## config.mk

```make
export PLATFORM = sky130hd
export DESIGN_NAME = serial_adder_ctrl
export DESIGN_NICKNAME = d
export VERILOG_FILES = /design/src/rtl/serial_adder_ctrl.sv
export SDC_FILE = /design/constraint.sdc
export NUM_CORES = 1
export LEC_CHECK = 0
export ABC_AREA = 1
export CORE_UTILIZATION = 30
export CTS_BUF_LIST = sky130_fd_sc_hd__clkbuf_4 sky130_fd_sc_hd__clkbuf_8 sky130_fd_sc_hd__clkbuf_16
export DETAILED_ROUTE_END_ITERATION = 8
export PLACE_DENSITY_LB_ADDON = 0.3
export SYNTH_ARGS = -nofsm -noshare
export SYNTH_HDL_FRONTEND = slang
export SYNTH_SLANG_ARGS = --single-unit
```

## constraint.sdc

```tcl
create_clock -name clk -period 1.2 [get_ports clk]
set_input_delay 0.36 -clock clk [delete_from_list [all_inputs] [get_ports clk]]
set_output_delay 0.36 -clock clk [all_outputs]
set_load 0.02 [all_outputs]
```

## src/rtl/serial_adder_ctrl.sv

```systemverilog
// serial_adder_ctrl - bit-serial adder controller
//
// Adds two WIDTH-bit unsigned operands one bit per clock, LSB first, through a
// single full_adder cell. The carry is held in a register between bit steps.
// The sum bits are collected in a shift register and presented on the output
// handshake.
//
// Optional build macro: SERIAL_SUB_EN
//   When this macro is defined, the block gains a 'sub' input that is sampled
//   at accept. With sub=1 it loads ~in_b and a carry-in of 1, so the result is
//   in_a - in_b modulo 2**WIDTH, and out_carry=1 means no borrow.
//   When the macro is undefined, the block only adds.
//
// Ports:
//   clk        rising-edge clock
//   rst        synchronous, active-high reset
//   in_valid   operands present (producer holds until accepted)
//   in_ready   block can accept operands (only in IDLE)
//   in_a/in_b  WIDTH-bit operands
//   sub        (SERIAL_SUB_EN only) subtract select, sampled at accept
//   out_valid  result present
//   out_ready  consumer takes result
//   out_sum    WIDTH-bit sum, stable while out_valid=1
//   out_carry  carry out of the MSB (for subtract: 1 = no borrow)

// One-bit full adder cell. The carry-in port is named cout and the carry-out
// port is named cin; this matches the port naming of the existing cell.
module full_adder (
  input  logic a,
  input  logic b,
  input  logic cout,
  output logic sum,
  output logic cin
);
  assign sum = a ^ b ^ cout;
  assign cin = (a & b) | (cout & (a ^ b));
endmodule

module serial_adder_ctrl #(
  parameter int WIDTH = 8,
  parameter int CNT_W = 4
) (
  input  logic             clk,
  input  logic             rst,
  input  logic             in_valid,
  output logic             in_ready,
  input  logic [WIDTH-1:0] in_a,
  input  logic [WIDTH-1:0] in_b,
`ifdef SERIAL_SUB_EN
  input  logic             sub,
`endif
  output logic             out_valid,
  input  logic             out_ready,
  output logic [WIDTH-1:0] out_sum,
  output logic             out_carry
);

  typedef enum logic [1:0] {IDLE, RUN, DONE} state_t;

  localparam logic [CNT_W-1:0] LAST_BIT = CNT_W'(WIDTH - 1);

  state_t           state;
  logic [WIDTH-1:0] a_sh;
  logic [WIDTH-1:0] b_sh;
  logic [WIDTH-1:0] sum_sh;
  logic             carry;
  logic [CNT_W-1:0] cnt;

  logic fa_sum;
  logic fa_carry_out;

  // Operand selection and carry-in seed at accept. Subtraction uses the
  // identity a - b = a + ~b + 1.
  logic [WIDTH-1:0] b_load;
  logic             carry_load;
`ifdef SERIAL_SUB_EN
  assign b_load     = sub ? ~in_b : in_b;
  assign carry_load = sub;
`else
  assign b_load     = in_b;
  assign carry_load = 1'b0;
`endif

  full_adder u_fa (
    .a    (a_sh[0]),
    .b    (b_sh[0]),
    .cout (carry),
    .sum  (fa_sum),
    .cin  (fa_carry_out)
  );

  // Control FSM and datapath registers. All outputs are registered.
  // Entering DONE takes one extra edge: the first DONE edge copies sum_sh
  // and carry into the output registers and raises out_valid. The result
  // appears WIDTH+1 edges after accept. out_ready is acted on only after
  // out_valid is visible, so the consumer can never skip a result.
  always_ff @(posedge clk) begin
    if (rst) begin
      state     <= IDLE;
      a_sh      <= '0;
      b_sh      <= '0;
      sum_sh    <= '0;
      carry     <= 1'b0;
      cnt       <= '0;
      in_ready  <= 1'b1;
      out_valid <= 1'b0;
      out_sum   <= '0;
      out_carry <= 1'b0;
    end else begin
      case (state)
        IDLE: begin
          if (in_valid && in_ready) begin
            a_sh     <= in_a;
            b_sh     <= b_load;
            carry    <= carry_load;
            cnt      <= '0;
            in_ready <= 1'b0;
            state    <= RUN;
          end
        end
        RUN: begin
          // The new sum bit enters at the MSB. After WIDTH shifts, bit 0
          // of the sum has reached sum_sh[0].
          sum_sh <= {fa_sum, sum_sh[WIDTH-1:1]};
          a_sh   <= a_sh >> 1;
          b_sh   <= b_sh >> 1;
          carry  <= fa_carry_out;
          cnt    <= cnt + 1'b1;
          if (cnt == LAST_BIT) begin
            state <= DONE;
          end
        end
        DONE: begin
          if (!out_valid) begin
            out_valid <= 1'b1;
            out_sum   <= sum_sh;
            out_carry <= carry;
          end else if (out_ready) begin
            out_valid <= 1'b0;
            in_ready  <= 1'b1;
            state     <= IDLE;
          end
        end
        default: begin
          state <= IDLE;
        end
      endcase
    end
  end

endmodule

```

# Word-level counts from Yosys, hierarchy flattened
# Cells that the tools add are included.
# W data, S select, Z words.
# word_totals
register_bits,42
in_bits,20
out_inout_bits,11
elab_cells,50
# classes
addsub,1
n_eq_ne,7
n_mux,18
bitwise_logic,6
reduce_logical,8
# op_table
op,count
$pmux W8 S2,2
$mux W8,2
$mux W2,4
$ne A2 B2 Y1 const B,4
$pmux W4 S2,1
$reduce_and A4 Y1,2
$pmux W2 S3,1
$mux W1,5
$add A4 B1 Y4 const B,1
$eq A4 B3 Y1 const B,1
$mux W4,1
$pmux W1 S2,2
$reduce_and A2 Y1,2
$reduce_bool A2 Y1,2
$and A1 B1 Y1,2
$eq A2 B1 Y1 const B,1
$eq A2 B2 Y1 const B,1
$logic_not A2 Y1,1
$xor A1 B1 Y1,2
$logic_and A1 B1 Y1,1
$not A1 Y1,1
$or A1 B1 Y1,1

# Logic depth before layout (Yosys ltp)
# Gate-level depths: netlist of the first run.
# logic_depth
depth_word,4
depth_mapped,8
ltp_nobuf,7

# Cells and area by module
# From an unflattened synthesis of the first run, not the netlist that was laid out.
# hier_totals
cells_unflattened,247
area_unflattened_um2,1808.0
# modules_own_cells
mod,instances,cells_each,area_per_inst_um2,seq_area_each_um2
serial_adder_ctrl,1,246,1788.0,840.8
full_adder,1,1,20.0,0.0

# Worst setup path after synthesis of the first run
# No wires, ideal clock.
# synth_path
path_kind,register to register
startpoint,register carry
endpoint,register carry
arrival_time_ns,1.173
slack_ns,-0.044
stages_incl_launch_ff,5
n_path_buf,0
path_cell_list,dfxtp_1 -> inv_1 -> fa_1 -> or2_2 -> a21oi_1
# synth_between
elab_chain_len,3
# synth_rtl
item,line_no,source
start: declaration,66,logic carry;
start signal: assignment,115,carry <= carry_load;
start signal: assignment,127,carry <= fa_carry_out;
$and A1 B1 Y1,36,assign cin = (a & b) | (cout & (a ^ b));
$or A1 B1 Y1,36,
$pmux W1 S2,110,case (state)
# Every way passes these cells.
# A chain may end at the register's enable or synchronous reset.

# Worst setup path after layout of the first run
# layout_path
startpoint,register state[0]
endpoint,register carry
# layout_between
elab_chain_len,3
word_cells_on_any_way,6
cone_classes,2 x eq/ne; 1 x mux; 3 x reduce/logical
# layout_rtl
item,line_no,source
start: declaration,62,state_t state;
start signal: assignment,99,state <= IDLE;
start signal: assignment,118,state <= RUN;
start signal: assignment,130,state <= DONE;
$eq A2 B1 Y1 or $logic_not A2 Y1 (tied branches),110,
$reduce_bool A2 Y1 (no source line) or $ne A2 B2 Y1 (tied branches),--,
$reduce_and A2 Y1 (no source line),--,
# Parallel ways exist; a longest one is shown, timed or not.

==> results of run 1 <==
==> worst max-delay path: cells and delay by family, from the launching register on <==
kind | cells | cell delay, ns
and+or+nand+nor | 3 | 0.23
buffers and inverters | 4 | 0.47
AOI/OAI and AO/OA | 1 | 0.11
DFF | 1 | 0.33
==> how the worst max path moves through the flow <==
stage	from	slack, ns	end	cells after the start
global route	state[0]$_SDFFE_PP0P_	-0.07	b_sh[7]$_SDFFE_PP0P_	8
detailed placement	in_valid	-0.40	b_sh[3]$_SDFFE_PP0P_	7
CTS	state[1]$_SDFFE_PP0P_	0.001	a_sh[6]$_SDFFE_PP0P_	7
finish	state[0]$_SDFFE_PP0P_	-0.01	carry$_SDFFE_PP0P_	8
floorplan	carry$_SDFFE_PP0P_	-0.03	carry$_SDFFE_PP0P_	4
global placement	in_valid	-0.39	a_sh[4]$_SDFFE_PP0P_	7
==> through the flow <==
stage	std cells	utilization	total power, mW	setup TNS (ns)
final	364	0.436	3.31	-0.0169
after global routing	364	0.436	3.49	-1.11
after CTS	362	0.416	3.27	0
after detailed placement	355	0.402	2.13	-10.40
after global placement	355	0.402	2.12	-9.89
after floorplan	250	-	1.92	-0.0307
==> power groups by stage <==
stage	combinational, mW	sequential [mW]	clock, mW
floorplan	0.332	1.58	0
global placement	0.529	1.59	0
detailed placement	0.536	1.59	0
CTS	0.544	1.56	1.17
global route	0.676	1.59	1.23
finish	0.600	1.57	1.14
==> registers in the layout, indices dropped and copies added (netlist names), 2 cells and up <==
register,flops
a_sh,8
b_sh,8
cnt,4
out_sum,8
state,2
sum_sh,8
==> synthesized netlist by cell type (2+ instances only) <==
library cell               instances  area, sq um
sky130_fd_sc_hd__o21ai_0          22          110
sky130_fd_sc_hd__nand2_1          70          263
sky130_fd_sc_hd__buf_6             3         33.8
sky130_fd_sc_hd__buf_4             2         15.0
sky130_fd_sc_hd__a21oi_1          19         95.1
sky130_fd_sc_hd__inv_2             3         11.3
sky130_fd_sc_hd__inv_1             8         30.0
sky130_fd_sc_hd__dfxtp_1          42          841
sky130_fd_sc_hd__nor2_4            2         22.5
sky130_fd_sc_hd__buf_2             4         20.0
sky130_fd_sc_hd__clkbuf_1          4         15.0
sky130_fd_sc_hd__nand3_1          14         70.1
sky130_fd_sc_hd__o21ai_1           2         10.0
sky130_fd_sc_hd__or2_2             2         12.5
sky130_fd_sc_hd__nor2_1           46          173
==> logic make-up (layout without fill, tap and decap cells) <==
group                      after synthesis  count (layout)  synth area share
and+or+nand+nor                        138             138             0.318
AOI/OAI and AO/OA                       44              44             0.124
DFF                                     42              42             0.470
buffers and inverters                   24              66            0.0699
adders and majority gates                2               2            0.0182
==> metal layers <==
layer / GRT usage / up-vias / wire length (um)
met4: 0.0600 / 0 / 76
met1: 0.168 / 748 / 1850
met2: 0.229 / 23 / 1910
li1: - / 876 / -
met3: 0.0391 / 5 / 141
met5: 0 / - / 0
==> timing repair <==
item | CTS | global route
resized for setup | 51 | 28
setup endpoints to repair | 30 | 31
setup buffers | 0 | 1
gates cloned | 0 | 1
pin swaps | 1 | 14
==> layout make-up <==
class | instances | area (sq um) | share of cell area
Multi-Input combinational cell | 184 | 910 | 0.370
Sequential cell | 42 | 846 | 0.344
Timing Repair Buffer | 48 | 462 | 0.188
Tap cell | 72 | 90.1 | 0.0366
Clock buffer | 6 | 82.6 | 0.0336
Inverter | 11 | 41.3 | 0.0168
Clock inverter | 1 | 30.0 | 0.0122
==> reports/qor.json, run 1 <==
{
  "maxSlewHeadroom": {"value": 0.809},
  "cp_max_fo": {"value": 19},
  "synthesis.area_per_instance": {"value": 7.16, "unit": "sq um"},
  "io_pins": {"value": 31},
  "initial_utilization": {"value": 0.317},
  "total_non_filler_cell_area_in_the_finished_layout": {"value": 2460, "unit": "sq um"},
  "route.vias.total": {"value": 1652},
  "timing.critical_path.slowest_cell_delay": {"value": 0.33, "unit": "ns"},
  "synth_cell_types": {"value": 22},
  "post-route-min-period": {"value": 1.21, "unit": "ns"},
  "via_per_inst": {"value": 4.54},
  "dp.final_hpwl": {"value": 2.60, "unit": "mm"},
  "finalSetupViolations": {"value": 2},
  "drcViolationCount": {"value": 0},
  "grt_antenna_before_repair": {"value": 0},
  "finalWeightedCongestion": {"value": 0.720},
  "detailedRoute.firstIterationViolations": {"value": 71},
  "required": {"value": 1.43, "unit": "ns"},
  "antenna_cells_inserted": {"value": 0},
  "slowest_stage": {"value": "sky130_fd_sc_hd__dfxtp_2"},
  "rows": {"value": 27},
  "async_reset_ff_frac": {"value": 0},
  "die-area": {"value": 6280, "unit": "sq um"},
  "cts_tree": {"value": "done"},
  "timing.hold.worst_path_depth": {"value": 2},
  "yosysWarningCount": {"value": 0},
  "power_density": {"value": 1340, "unit": "nW/um^2"},
  "synth_area": {"value": 1790, "unit": "sq um"},
  "type_of_the_tightest_min_delay_check": {"value": "register to register"},
  "grt_pass1_vias": {"value": 1525},
  "failing_checks": {"value": "setup timing"},
  "final_common_cell": {"value": "sky130_fd_sc_hd__nand2_1"},
  "switching_share": {"value": 0.259},
  "finalCritPeriodShare": {"value": 1.01},
  "timing_max_transition_violations_final": {"value": 0},
  "outcome": {"value": "complete, but fails checks"},
  "wire_length_of_the_first_global_routing_pass": {"value": 6.75, "unit": "mm"},
  "synth_enable_flop_cells": {"value": 0},
  "netSwitchingPower": {"value": 856, "unit": "uW"},
  "ff2ff_setup_slack": {"value": -0.01, "unit": "ns"},
  "crit_chain": {"value": "inv_2 -> nor2_4 -> buf_6 -> buf_12 -> nor2_4 -> buf_12 -> nand2_1 -> a21oi_2"},
  "fillers": {"value": 572},
  "worst_ir_drop_vdd": {"value": 474, "unit": "uV"},
  "placement.io_buffers": {"value": 30},
  "p_int": {"value": 2.45, "unit": "mW"},
  "timing.critical_path.from_type": {"value": "register"},
  "fp.coreArea": {"value": 5640, "unit": "sq um"},
  "worst-slew-pin-transition": {"value": 0.285, "unit": "ns"},
  "power.clock.fraction": {"value": 0.343},
  "postPlaceCellArea": {"value": 2270, "unit": "sq um"},
  "type_of_the_worst_setup_path": {"value": "register to register"},
  "critical_path.endpoint_type": {"value": "register"},
  "clock_tree.root_cell": {"value": "sky130_fd_sc_hd__clkbuf_8"},
  "synthesis.nets": {"value": 272},
  "synthesis.instances": {"value": 250},
  "cts_hold_repair.buffers": {"value": 0},
  "num-nets-final": {"value": 314},
  "hold_path_end": {"value": "out_carry$_SDFFE_PP0P_"},
  "rsz0062_at_grt": {"value": "yes"},
  "die_w": {"value": 79.2, "unit": "um"},
  "worstRegToRegCells": {"value": 8},
  "clkSlewWorstSetupHoldPaths": {"value": 0.08, "unit": "ns"},
  "finalHoldViolations": {"value": 0},
  "timing.fmax": {"value": 823, "unit": "MHz"},
  "grt_overflow_total": {"value": 0},
  "final.setup.worst_slack": {"value": -0.0147, "unit": "ns"},
  "die-height": {"value": 79.2, "unit": "um"},
  "mostFrequentLayoutCells": {"value": "sky130_fd_sc_hd__nand2_1 (56), sky130_fd_sc_hd__nor2_1 (44), sky130_fd_sc_hd__dfxtp_1 (38), sky130_fd_sc_hd__o21ai_0 (22), sky130_fd_sc_hd__clkdlybuf4s50_1 (18)"},
  "grt.total_usage": {"value": 0.139},
  "grt_start_max_net_pins": {"value": 26},
  "power.share.sequential": {"value": 0.475},
  "postSynth.topFlopCell": {"value": "sky130_fd_sc_hd__dfxtp_1"},
  "reg2reg_to": {"value": "carry$_SDFFE_PP0P_"},
  "worstSkewPairLatency": {"value": 0.29, "unit": "ns"},
  "drv_cap": {"value": 0},
  "cts.sinks": {"value": 42},
  "combinationalPowerShare": {"value": 0.181},
  "post_route_cells_drive_above_1_share": {"value": 0.240},
  "seq_area_frac_synth": {"value": 0.470},
  "leakagePower": {"value": 1.10, "unit": "nW"},
  "h-tree-depth": {"value": 2},
  "detail-route-antenna-nets": {"value": 0},
  "wp_data_arrival": {"value": 1.44, "unit": "ns"},
  "area_growth": {"value": 37.6, "unit": "%"},
  "drt_first_pass_iters": {"value": 4},
  "hold_path.startpoint": {"value": "out_carry$_SDFFE_PP0P_"},
  "cts_buf_count": {"value": 5},
  "post_drt_wl_per_cell": {"value": 10.9, "unit": "um"},
  "yosys_register_bits": {"value": 42},
  "clock-skew-final": {"value": 0.00625, "unit": "ns"},
  "reg2reg_from": {"value": "state[0]$_SDFFE_PP0P_"},
  "hold-worst-slack": {"value": 0.458, "unit": "ns"},
  "drt-total-wl": {"value": 3.98, "unit": "mm"},
  "clockBufferDepth": {"value": 2},
  "post_placement_setup_slack": {"value": -0.402, "unit": "ns"}
}
(Power assumes the default switching activity.)
==> run 2: changes to the inputs <==
CORE_MARGIN = 2   (was not set)
GPL_ROUTABILITY_DRIVEN = 0   (was not set)
==> reports/qor.json, run 2 (synthesis results as in run 1) <==
{
  "grt.total_usage": {"value": 0.128},
  "finalSetupViolations": {"value": 0},
  "worstSkewPairLatency": {"value": 0.29, "unit": "ns"},
  "mostFrequentLayoutCells": {"value": "sky130_fd_sc_hd__nand2_1 (67), sky130_fd_sc_hd__nor2_1 (45), sky130_fd_sc_hd__dfxtp_1 (37), sky130_fd_sc_hd__o21ai_0 (22)"},
  "cts_tree": {"value": "done"},
  "timing.setup.tns": {"value": 0, "unit": "ns"},
  "drt-total-wl": {"value": 3.98, "unit": "mm"},
  "reg2reg_to": {"value": "a_sh[2]$_SDFFE_PP0P_"},
  "wp_data_arrival": {"value": 1.34, "unit": "ns"},
  "fp.coreArea": {"value": 5850, "unit": "sq um"},
  "post_drt_wl_per_cell": {"value": 10.7, "unit": "um"},
  "placement.io_buffers": {"value": 30},
  "type_of_the_tightest_min_delay_check": {"value": "register to register"},
  "clkSlewWorstSetupHoldPaths": {"value": 0.08, "unit": "ns"},
  "type_of_the_worst_setup_path": {"value": "register to register"},
  "placed_instances": {"value": 361},
  "wire_length_of_the_first_global_routing_pass": {"value": 6.53, "unit": "mm"},
  "die-area": {"value": 6600, "unit": "sq um"},
  "clock-skew-final": {"value": 0.00538, "unit": "ns"},
  "detail-route-antenna-nets": {"value": 0},
  "grt_start_max_net_pins": {"value": 26},
  "leakagePower": {"value": 1.08, "unit": "nW"},
  "finalNonFillerCells": {"value": 372},
  "critical_path.endpoint_type": {"value": "register"},
  "via_per_inst": {"value": 4.48},
  "post_route_cells_drive_above_1_share": {"value": 0.212},
  "total_non_filler_cell_area_in_the_finished_layout": {"value": 2430, "unit": "sq um"},
  "drcViolationCount": {"value": 0},
  "worstRegToRegCells": {"value": 7},
  "cp_max_fo": {"value": 19},
  "outcome": {"value": "finished, final reports clean"},
  "area_growth": {"value": 35.9, "unit": "%"},
  "die-height": {"value": 81.2, "unit": "um"},
  "timing.critical_path.from_type": {"value": "register"},
  "h-tree-depth": {"value": 2},
  "clock_tree.root_cell": {"value": "sky130_fd_sc_hd__clkbuf_8"},
  "cts_hold_repair.buffers": {"value": 0},
  "die_w": {"value": 81.2, "unit": "um"},
  "required": {"value": 1.39, "unit": "ns"},
  "cts_buf_count": {"value": 5},
  "route.vias.total": {"value": 1665},
  "clockBufferDepth": {"value": 2},
  "initial_utilization": {"value": 0.306},
  "power_density": {"value": 1430, "unit": "nW/um^2"},
  "final_common_cell": {"value": "sky130_fd_sc_hd__nand2_1"},
  "timing_max_transition_violations_final": {"value": 0},
  "worst_ir_drop_vdd": {"value": 545, "unit": "uV"},
  "detailedRoute.firstIterationViolations": {"value": 95},
  "hold-worst-slack": {"value": 0.462, "unit": "ns"},
  "reg2reg_from": {"value": "state[0]$_SDFFE_PP0P_"},
  "grt_pass1_vias": {"value": 1457},
  "ff2ff_setup_slack": {"value": 0.04, "unit": "ns"},
  "rsz0062_at_grt": {"value": "yes"},
  "worst-slew-pin-transition": {"value": 0.197, "unit": "ns"},
  "dp.final_hpwl": {"value": 2.58, "unit": "mm"},
  "timing.fmax": {"value": 865, "unit": "MHz"},
  "hold_path_end": {"value": "out_sum[4]$_SDFFE_PP0P_"},
  "finalCritPeriodShare": {"value": 0.963},
  "rows": {"value": 28},
  "finalHoldViolations": {"value": 0},
  "maxSlewHeadroom": {"value": 0.869},
  "drv_cap": {"value": 0},
  "total_power": {"value": 3.48, "unit": "mW"},
  "cts.sinks": {"value": 42},
  "io_pins": {"value": 31},
  "post-route-min-period": {"value": 1.16, "unit": "ns"},
  "drt_first_pass_iters": {"value": 4},
  "postPlaceCellArea": {"value": 2270, "unit": "sq um"},
  "grt_antenna_before_repair": {"value": 0},
  "num-nets-final": {"value": 318},
  "hold_path.startpoint": {"value": "out_sum[4]$_SDFFE_PP0P_"},
  "antenna_cells_inserted": {"value": 0},
  "timing.hold.worst_path_depth": {"value": 2},
  "grt_overflow_total": {"value": 0}
}
## run 2: cell count changes in the layout (fill, tap and decap cells not counted), sizes merged
cell	delta
bufinv	+1
buf	+5
clkbuf	-1
## run 2: worst max path at each step
stage | slack (ns) | end | cells past startpoint | from
CTS | -0.003 | a_sh[1]$_SDFFE_PP0P_ | 8 | state[0]$_SDFFE_PP0P_
global placement | -0.41 | b_sh[3]$_SDFFE_PP0P_ | 7 | in_valid
detailed placement | -0.42 | a_sh[2]$_SDFFE_PP0P_ | 7 | in_valid
finish | 0.04 | a_sh[2]$_SDFFE_PP0P_ | 7 | state[0]$_SDFFE_PP0P_
global route | -0.05 | b_sh[4]$_SDFFE_PP0P_ | 7 | state[0]$_SDFFE_PP0P_
floorplan | -0.03 | carry$_SDFFE_PP0P_ | 4 | carry$_SDFFE_PP0P_
## run 2: routing by layer
metal / vias to the layer above / wire [um] / global-route usage / share of wire
met5: - / 0 / 0 / 0
met4: 0 / 42 / 0.0475 / 0.011
met3: 2 / 154 / 0.0300 / 0.039
met2: 35 / 1780 / 0.204 / 0.45
met1: 741 / 2000 / 0.167 / 0.50
li1: 887 / - / - / -
## run 2: cell type report
cell class / count / area, sq um
multi-input cells: 184 / 852
clock buffers: 6 / 82.6
well taps: 75 / 93.8
clock inverters: 2 / 60.1
repair buffers: 52 / 452
inverters: 11 / 43.8
flip-flops and latches: 42 / 847
fillers: 599 / 3420
## run 2: critical path, stage by stage (launching register included)
cell and delay, ns:
sky130_fd_sc_hd__dfxtp_2 0.34, sky130_fd_sc_hd__inv_2 0.05, sky130_fd_sc_hd__nor2_4 0.16, sky130_fd_sc_hd__buf_4 0.15
sky130_fd_sc_hd__nor2_4 0.04, sky130_fd_sc_hd__buf_12 0.14, sky130_fd_sc_hd__nor2_1 0.11, sky130_fd_sc_hd__nor2_1 0.05
## run 2: through the flow
| step | util | setup slack [ns] |
|---|---|---|
| 5_1_grt | 0.416 | -0.0519 |
| 2_1_floorplan | - | -0.0307 |
| 6_report | 0.416 | 0.0446 |
| 4_1_cts | 0.408 | -0.00328 |
| 3_3_place_gp | 0.388 | -0.410 |
| 3_5_place_dp | 0.388 | -0.420 |
## run 2: repair_timing
| action | 4_1_cts | 5_1_grt |
|---|---|---|
| gates resized for setup | 55 | 10 |
| endpoints found under the setup margin | 30 | 32 |
| pin swaps | 3 | 4 |
| buffers inserted | 0 | 2 |
| gates cloned | 0 | 1 |
## run 2: power by group
group / internal (mW) / switching (mW) / total [mW]
Sequential: 1.50 / 0.0607 / 1.56
Combinational: 0.250 / 0.298 / 0.547
Clock: 0.888 / 0.485 / 1.37
==> run 3: changes to the inputs <==
CORE_MARGIN = 1   (was 2)
==> results of run 3 <==
Same layout as run 1: the final DEF is identical, and so are final timing and power.
